## src/rtl/vector_dot_reader_if.sv

```systemverilog
// Bundles the vector-store read port and the result valid/ready handshake of
// the dot-product reader.
interface vector_dot_reader_if #(
  parameter int unsigned W     = 8,
  parameter int unsigned ACC_W = 19
);
  logic             start;
  logic             doneA;
  logic             doneB;
  logic [W-1:0]     readDataA;
  logic [W-1:0]     readDataB;
  logic             RD_EN;
  logic             busy;
  logic [ACC_W-1:0] result;
  logic             result_valid;
  logic             result_ready;

  modport master (
    input  start, doneA, doneB, readDataA, readDataB, result_ready,
    output RD_EN, busy, result, result_valid
  );

  modport slave (
    output start, doneA, doneB, readDataA, readDataB, result_ready,
    input  RD_EN, busy, result, result_valid
  );
endinterface

```

## src/rtl/vector_dot_reader.sv

```systemverilog
// Reads N A/B element pairs from the vector store, multiply-accumulates them and
// offers the unsigned dot product on a valid/ready handshake.
module vector_dot_reader #(
  parameter int unsigned N     = 8,
  parameter int unsigned W     = 8,
  parameter int unsigned ACC_W = 19
) (
  input logic                 CLK,
  input logic                 RST,
  vector_dot_reader_if.master bus_io
);

  localparam int unsigned CntW = (N > 1) ? $clog2(N) : 1;

  typedef enum logic [1:0] {StIdle, StRead, StDrain, StHold} state_e;

  state_e             state_q, state_d;
  logic [CntW-1:0]    cnt_q, cnt_d;
  logic [ACC_W-1:0]   acc_q, acc_d;
  logic [ACC_W-1:0]   result_q, result_d;
  logic               valid_q, valid_d;
  logic               rd_q;
  logic               rd_en;
  logic [2*W-1:0]     prod;
  logic [ACC_W-1:0]   prod_ext;

  assign prod     = {{W{1'b0}}, bus_io.readDataA} * {{W{1'b0}}, bus_io.readDataB};
  assign prod_ext = {{(ACC_W - 2 * W){1'b0}}, prod};

  always_ff @(posedge CLK) begin
    if (RST) begin
      state_q  <= StIdle;
      cnt_q    <= '0;
      acc_q    <= '0;
      result_q <= '0;
      valid_q  <= 1'b0;
      rd_q     <= 1'b0;
    end else begin
      state_q  <= state_d;
      cnt_q    <= cnt_d;
      acc_q    <= acc_d;
      result_q <= result_d;
      valid_q  <= valid_d;
      rd_q     <= rd_en;
    end
  end

  always_comb begin
    state_d  = state_q;
    cnt_d    = cnt_q;
    acc_d    = acc_q;
    result_d = result_q;
    valid_d  = valid_q;
    // Store data lags RD_EN by one cycle, so accumulation follows rd_q.
    if (rd_q) begin
      acc_d = acc_q + prod_ext;
    end
    unique case (state_q)
      StIdle: begin
        if (bus_io.start && bus_io.doneA && bus_io.doneB) begin
          state_d = StRead;
          cnt_d   = '0;
          acc_d   = '0;
        end
      end
      StRead: begin
        cnt_d = cnt_q + 1'b1;
        if (cnt_q == CntW'(N - 1)) begin
          state_d = StDrain;
        end
      end
      StDrain: begin
        // Publish only once the last product has landed in acc_q.
        if (!rd_q) begin
          state_d  = StHold;
          result_d = acc_q;
          valid_d  = 1'b1;
        end
      end
      StHold: begin
        if (bus_io.result_ready) begin
          state_d = StIdle;
          valid_d = 1'b0;
        end
      end
      default: state_d = StIdle;
    endcase
  end

  always_comb begin
    rd_en               = (state_q == StRead);
    bus_io.RD_EN        = rd_en;
    bus_io.busy         = (state_q == StRead) || (state_q == StDrain);
    bus_io.result       = result_q;
    bus_io.result_valid = valid_q;
  end

endmodule

```

## src/flat_wrapper.sv

```systemverilog
// flat-port wrapper written by rule: the top's interface ports become plain ports
module vector_dot_reader_flat 
#(
  parameter int unsigned N     = 8,
  parameter int unsigned W     = 8,
  parameter int unsigned ACC_W = 19
)
  (CLK, RST, bus_io_start, bus_io_doneA, bus_io_doneB, bus_io_readDataA, bus_io_readDataB, bus_io_result_ready, bus_io_RD_EN, bus_io_busy, bus_io_result, bus_io_result_valid);
  vector_dot_reader_if #(.W(W), .ACC_W(ACC_W)) bus_io_i ();
  input logic CLK;
  input logic RST;
  input wire logic [$bits(bus_io_i.start)-1:0] bus_io_start;
  input wire logic [$bits(bus_io_i.doneA)-1:0] bus_io_doneA;
  input wire logic [$bits(bus_io_i.doneB)-1:0] bus_io_doneB;
  input wire logic [$bits(bus_io_i.readDataA)-1:0] bus_io_readDataA;
  input wire logic [$bits(bus_io_i.readDataB)-1:0] bus_io_readDataB;
  input wire logic [$bits(bus_io_i.result_ready)-1:0] bus_io_result_ready;
  output wire logic [$bits(bus_io_i.RD_EN)-1:0] bus_io_RD_EN;
  output wire logic [$bits(bus_io_i.busy)-1:0] bus_io_busy;
  output wire logic [$bits(bus_io_i.result)-1:0] bus_io_result;
  output wire logic [$bits(bus_io_i.result_valid)-1:0] bus_io_result_valid;
  assign bus_io_i.start = bus_io_start;
  assign bus_io_i.doneA = bus_io_doneA;
  assign bus_io_i.doneB = bus_io_doneB;
  assign bus_io_i.readDataA = bus_io_readDataA;
  assign bus_io_i.readDataB = bus_io_readDataB;
  assign bus_io_i.result_ready = bus_io_result_ready;
  assign bus_io_RD_EN = bus_io_i.RD_EN;
  assign bus_io_busy = bus_io_i.busy;
  assign bus_io_result = bus_io_i.result;
  assign bus_io_result_valid = bus_io_i.result_valid;
  vector_dot_reader #(.N(N), .W(W), .ACC_W(ACC_W)) u_core (.CLK(CLK), .RST(RST), .bus_io(bus_io_i));
endmodule
```

## config.mk

```make
export PLATFORM = sky130hd
export DESIGN_NAME = vector_dot_reader_flat
export DESIGN_NICKNAME = d
export VERILOG_FILES = /design/src/rtl/vector_dot_reader_if.sv /design/src/rtl/vector_dot_reader.sv /design/src/flat_wrapper.sv
export SDC_FILE = /design/constraint.sdc
export NUM_CORES = 1
export LEC_CHECK = 0
export CORE_ASPECT_RATIO = 2
export CORE_MARGIN = 8
export CORE_UTILIZATION = 60
export CTS_BUF_LIST = sky130_fd_sc_hd__clkbuf_4 sky130_fd_sc_hd__clkbuf_8
export DETAILED_ROUTE_END_ITERATION = 10
export PLACE_DENSITY = 0.83
export SLEW_MARGIN = 20
export SYNTH_ARGS = -nofsm -noshare
export SYNTH_HDL_FRONTEND = slang
export SYNTH_SLANG_ARGS = --single-unit
```

## constraint.sdc

```tcl
create_clock -name CLK -period 6 [get_ports CLK]
set_clock_uncertainty 0.05 [all_clocks]
set_input_delay 0.6 -clock CLK [delete_from_list [all_inputs] [get_ports CLK]]
set_output_delay 0.6 -clock CLK [all_outputs]
set_load 0.1 [all_outputs]
```

# Yosys cells after proc, flatten, opt, wreduce, memory -nomap -nowiden
# Index checks and enable logic that the tools add are counted.
# Widths: inputs -> output; s select.
dict set report classes {
  add_sub_neg 2
  multipliers 1
  n_eq_ne 8
  n_mux 13
  bitwise 1
  n_reduce_logical 10
}
# cell count
set op_table {}
lappend op_table {{$mux 19} 3}
lappend op_table {{$add 19x16->19} 1}
lappend op_table {{$mul 8x8->16} 1}
lappend op_table {{$mux 2} 4}
lappend op_table {{$pmux 2 s4} 1}
lappend op_table {{$pmux 3 s2} 1}
lappend op_table {{$eq 2x2->1 const B} 2}
lappend op_table {{$ne 2x1->1 const B} 2}
lappend op_table {{$ne 2x2->1 const B} 2}
lappend op_table {{$reduce_and 2->1} 2}
lappend op_table {{$reduce_and 4->1} 1}
lappend op_table {{$reduce_bool 2->1} 2}
lappend op_table {{$add 3x1->3 const B} 1}
lappend op_table {{$eq 3x3->1 const B} 1}
lappend op_table {{$mux 3} 1}
lappend op_table {{$reduce_and 3->1} 1}
lappend op_table {{$eq 2x1->1 const B} 1}
lappend op_table {{$logic_and 1x1->1} 2}
lappend op_table {{$logic_not 2->1} 1}
lappend op_table {{$mux 1} 2}
lappend op_table {{$pmux 1 s2} 1}
lappend op_table {{$logic_or 1x1->1} 1}
lappend op_table {{$not 1->1} 1}
dict set report word_totals {
  register_bits 45
  output_inout_bits 22
}

# Depth between registers and ports, before layout
dict set report depth {
  ltp_word 5
  ltp_mapped 17
  mapped_depth_nobuf 16
}

# Worst setup path after synthesis
# Ideal clock, no wire load.
dict set report synth_path {
  kind {input port to flip-flop}
  from {input port bus_io_readDataB[1]}
  to {register u_core.acc_q[14]}
  arrival_time_ns 4.581
  t_required_ns 5.823
  path_slack_ns 1.242
  path_stages 16
  n_path_buf 1
  cell_sequence {clkbuf_1 nand2_1 fa_1 inv_1 fa_1 fa_1 inv_1 fa_1 inv_1 ha_1 a21o_2 o21bai_2 o2111ai_2 o211ai_2 mux2i_1 or3_1}
}
dict set report synth_via {
  elab_chain_len 5
}
# item line
set synth_lines {}
lappend synth_lines {{start: declaration} flat_wrapper.sv:16} ;# input wire logic [$bits(bus_io_i.readDataB)-1:0] bus_io_readDataB;
lappend synth_lines {{$mul 8x8->16 (*)} vector_dot_reader.sv:27} ;# assign prod = {{W{1'b0}}, bus_io.readDataA} * {{W{1'b0}}, bus_io.readDataB};
lappend synth_lines {{$add 19x16->19 (*)} vector_dot_reader.sv:56} ;# acc_d = acc_q + prod_ext;
lappend synth_lines {{$mux 19 (*)} vector_dot_reader.sv:55} ;# if (rd_q) begin
lappend synth_lines {{$mux 19} vector_dot_reader.sv:60} ;# if (bus_io.start && bus_io.doneA && bus_io.doneB) begin
lappend synth_lines {{$mux 19 (*)} vector_dot_reader.sv:58} ;# unique case (state_q)
lappend synth_lines {{end signal: assignment} vector_dot_reader.sv:34} ;# acc_q <= '0;
lappend synth_lines {{end signal: assignment} vector_dot_reader.sv:41} ;# acc_q <= acc_d;
lappend synth_lines {{end: declaration} vector_dot_reader.sv:19} ;# logic [ACC_W-1:0] acc_q, acc_d;
# Every way passes the cells marked *; elsewhere a longest branch is shown, timed or not.
# A chain may end at the register's enable or synchronous reset.

# Worst setup path in the final report
dict set report layout_path {
  from {input port bus_io_readDataA[0]}
  to {register u_core.acc_q[14]}
}
dict set report layout_via {
  elab_chain_len 5
}
# item line
set layout_lines {}
lappend layout_lines {{start: declaration} flat_wrapper.sv:15} ;# input wire logic [$bits(bus_io_i.readDataA)-1:0] bus_io_readDataA;
lappend layout_lines {{$mul 8x8->16 (*)} vector_dot_reader.sv:27}
lappend layout_lines {{$add 19x16->19 (*)} vector_dot_reader.sv:56}
lappend layout_lines {{$mux 19 (*)} vector_dot_reader.sv:55}
lappend layout_lines {{$mux 19} vector_dot_reader.sv:60}
lappend layout_lines {{$mux 19 (*)} vector_dot_reader.sv:58}
# Marks and branches as above.

==> results.txt <==
The run finished with clean final reports. For this design the ratio of total power to cell area is 371 nW/um2. After routing, the total negative slack on setup checks comes to 0 ps. After clock tree synthesis, the setup repair step added 0 buffers. The wire length on met1 was 3.77 mm; the number of top-level pins was 44.

The actual slew at the worst max-slew pin is 1000 ps, and the number of antenna violations at the first check in global routing is 0. Entering global routing, the biggest net connects 32 pins. The tools report the maximum level of the CTS H-tree as 2. The average detailed-routed wire length per instance is 15.9 um. The most used flip-flop cell after synthesis is dfxtp_1.

The worst IR drop on VDD was 0.497 mV; the number of search-and-repair iterations in the first detailed-routing pass was 5. For the hold-fix buffer count after cts, the log shows 0. The path class of the tightest hold or removal check is flip-flop to flip-flop.

In the detailed route, the total length drawn on met2 is 5.73 mm. Count of buffers inserted at the top-level ports: 43. The worst setup path is captured at a flip-flop. The tools report the post-synthesis sequential area ratio as 20.1%.

In the final design database the tool counted 687 nets. The slowest stage of the critical path is the clkdlybuf4s50_1 cell. The total of flip-flops plus latches after synthesis was 45. After routing the design area is 5060 um2.

The time the final worst path needs with I/O delays and setup came out at 5240 ps. Yosys mapped the design onto 49 distinct sky130hd cell types. The logs give 4480 um2 for the netlist area before placement and 6150 ps for the data required time of the critical path. The number of violations reported at the end of detailed-routing iteration 0 was 113. The proportion of synthesized flip-flops having asynchronous set or reset came out at 0%. Derived from the worst setup path, the maximum achievable clock frequency is 0.191 GHz. The library cell used most frequently in the layout, excluding fill and tap cells, is inv_1. The die width is 77.1 um, and the final routed DRC violation total is 0. Clock-pin slew was measured on the worst setup and hold paths at 90 ps. The area growth from synthesis to layout works out to 12.9%. Global routing consumed, over all layers together, 20.4% of the routing resources.

Of all nets on the critical path, the largest fanout is 8. The run gives 0.00237 uW as the leakage power total. The ratio of cells with drive above 1 in the final layout is 3.52%.

After detailed placement, the total cell area comes to 4970 um2. The run gives 33.1% as the worst-case headroom to the max-slew limit. For the hold violation count in the final report, the log shows 0.

Traced cell by cell, the critical path runs through clkdlybuf4s50_1 -> nand2_1 -> fa_1 -> fa_1 -> inv_1 -> fa_1 -> inv_1 -> fa_1 -> inv_1 -> ha_1 -> a21o_2 -> o21bai_2 -> o2111ai_2 -> o211ai_2 -> mux2i_1 -> or3_1. Vertical die dimension: 138 um. The detailed router placed 3631 vias in this run. The setup path with the least slack is of type input port to flip-flop. The overall die area is 10700 um2.

The tree is rooted in a clkbuf_8. Summed over all layers, the global routing overflow is 0. Yosys mapped a number of flops with a built-in enable equal to 0.

The core region area came out at 7270 um2. The first global-routing pass estimated 18.0 mm of wire. The delay of the slowest cell on the worst path works out to 610 ps.

Summed over all nets, the half-perimeter wirelength after detailed placement is 8.75 mm. Buffers inserted during clock tree synthesis total 5. The count of maximum capacitance violations was 0; the max-slew violation count was 0. The number of standard-cell rows in the floorplan came out at 44. By instance count, the cell type seen most on the critical path is fa_1. The number of nets in the synthesized netlist is 649. The number of global-route vias before repair was 3974. In the routed layout, each cell is associated on average with a via count of 5.50.

For this configuration, the core starts out at a cell density of 61.6%. For the overall routed net length, the log shows 10.5 mm. The top cell types in the final layout, fill and taps aside, are inv_1, nand2_1, fa_1, ha_1, dfxtp_1. Average footprint of a synthesized cell: 8.47 um2. The final setup violation count came out at 0. The logs give 529 for the instance count of the mapped netlist and 343 um for the met3 wire length.

The clock passes through at most 2 buffers. The number of antenna cells inserted was 0. Broken down by cell family, the worst path's largest delay share belongs to adder cells. Setup repair after global routing left no endpoint under its margin. In the finished design, the share of the clock period the worst path needs comes to 87.4%.

The detailed router used layers up to and including met4. Once the clock tree was built, the resizer swapped 0 gates to a different size. The count of warnings emitted by yosys is 0. The run gives 5390 ps as the arrival time at the worst endpoint. Together, buffers and inverters on the worst path number 4. The total number of clock tree sinks came out at 45.

The count of nets left with antenna violations once routing finished came out at 0. TritonCTS built the clock tree. The worst setup path is launched from an input port. Routability-driven placement finished with a final weighted congestion of 0.938. The clock reaches the later pin of the worst-skew pair after 310 ps.
## registers in the layout, indices dropped and copies added (netlist names)
signal,flops
u_core.acc_q,19
u_core.bus_io.result,19
u_core.bus_io.result_valid,1
u_core.cnt_q,3
u_core.rd_q,1
u_core.state_q,2
## cell usage after synthesis, drive strengths merged (3+ instances only)
master	count	share of area, %
a211oi	4	0.67
a21o	4	0.73
a21oi	34	3.8
a31oi	3	0.42
and2	36	5.0
and3	3	0.45
buf	4	0.78
clkbuf	10	0.84
dfxtp	45	20
fa	50	22
ha	48	13
inv	100	8.4
mux2i	13	2.9
nand2	83	7.0
nand3	4	0.45
nand3b	4	0.67
nor2	28	2.3
nor2b	3	0.42
nor3	4	0.45
o211ai	4	0.78
o21ai	9	1.0
or3	3	0.42
xnor2	5	0.98
xor2	5	0.98
## kinds of logic (layout without fill, tap and decap cells)
family | count (synthesis) | in the layout | synth area share [%]
flops | 45 | 45 | 20.1
mux | 14 | 14 | 3.16
compound gates | 73 | 73 | 10.6
xor+xnor | 10 | 10 | 1.96
fa+ha+maj | 98 | 98 | 35.8
simple gates | 175 | 175 | 18.4
buf+inv | 114 | 153 | 10.0
## stage by stage
step	power (uW)	hold slack, ps	worst slack [ps]	instances	utilization [%]
2_1_floorplan	1410	382	1240	529	-
3_3_place_gp	1640	398	528	652	68.4
3_5_place_dp	1680	401	454	652	68.4
4_1_cts	1880	416	777	660	69.6
5_1_grt	2060	441	575	660	69.6
6_report	1880	415	757	660	69.6
## routing by layer
metal	up-vias	GRT usage [%]
met3	39	3.05
met4	0	13.6
met1	1748	19.2
met5	-	0
li1	1749	-
met2	95	38.9
## path summary, 6_finish.rpt
check             depth (start not counted)  slack (ps)               startpoint                 endpoint
setup / recovery                         16         760      bus_io_readDataA[0]         u_core.acc_q[14]
hold / removal                            2         410  u_core.bus_io.result[0]  u_core.bus_io.result[0]
setup reg to reg                         15        1520          u_core.acc_q[7]         u_core.acc_q[14]
hold reg to reg                           2         410  u_core.bus_io.result[0]  u_core.bus_io.result[0]
## final cells by class
type / instances / area (um2)
Inverter: 100 / 375
Fill cell: 606 / 2210
Sequential cell: 45 / 901
Multi-Input combinational cell: 370 / 3130
Clock buffer: 5 / 68.8
Timing Repair Buffer: 45 / 445
Clock inverter: 3 / 21.3
Tap cell: 92 / 115
## tightest hold or removal path, cell delays in order (launching register included)
cell and delay (ps):
dfxtp_1 320, nand2_1 50, a21oi_1 50
## power breakdown
| part | total [uW] | switching (uW) | internal (uW) |
|---|---|---|---|
| Combinational | 1320 | 798 | 521 |
| Clock | 193 | 110 | 82.7 |
| Sequential | 367 | 32.3 | 334 |
| Total | 1880 | 940 | 938 |
Note: power is estimated with default switching activity, not from simulation.
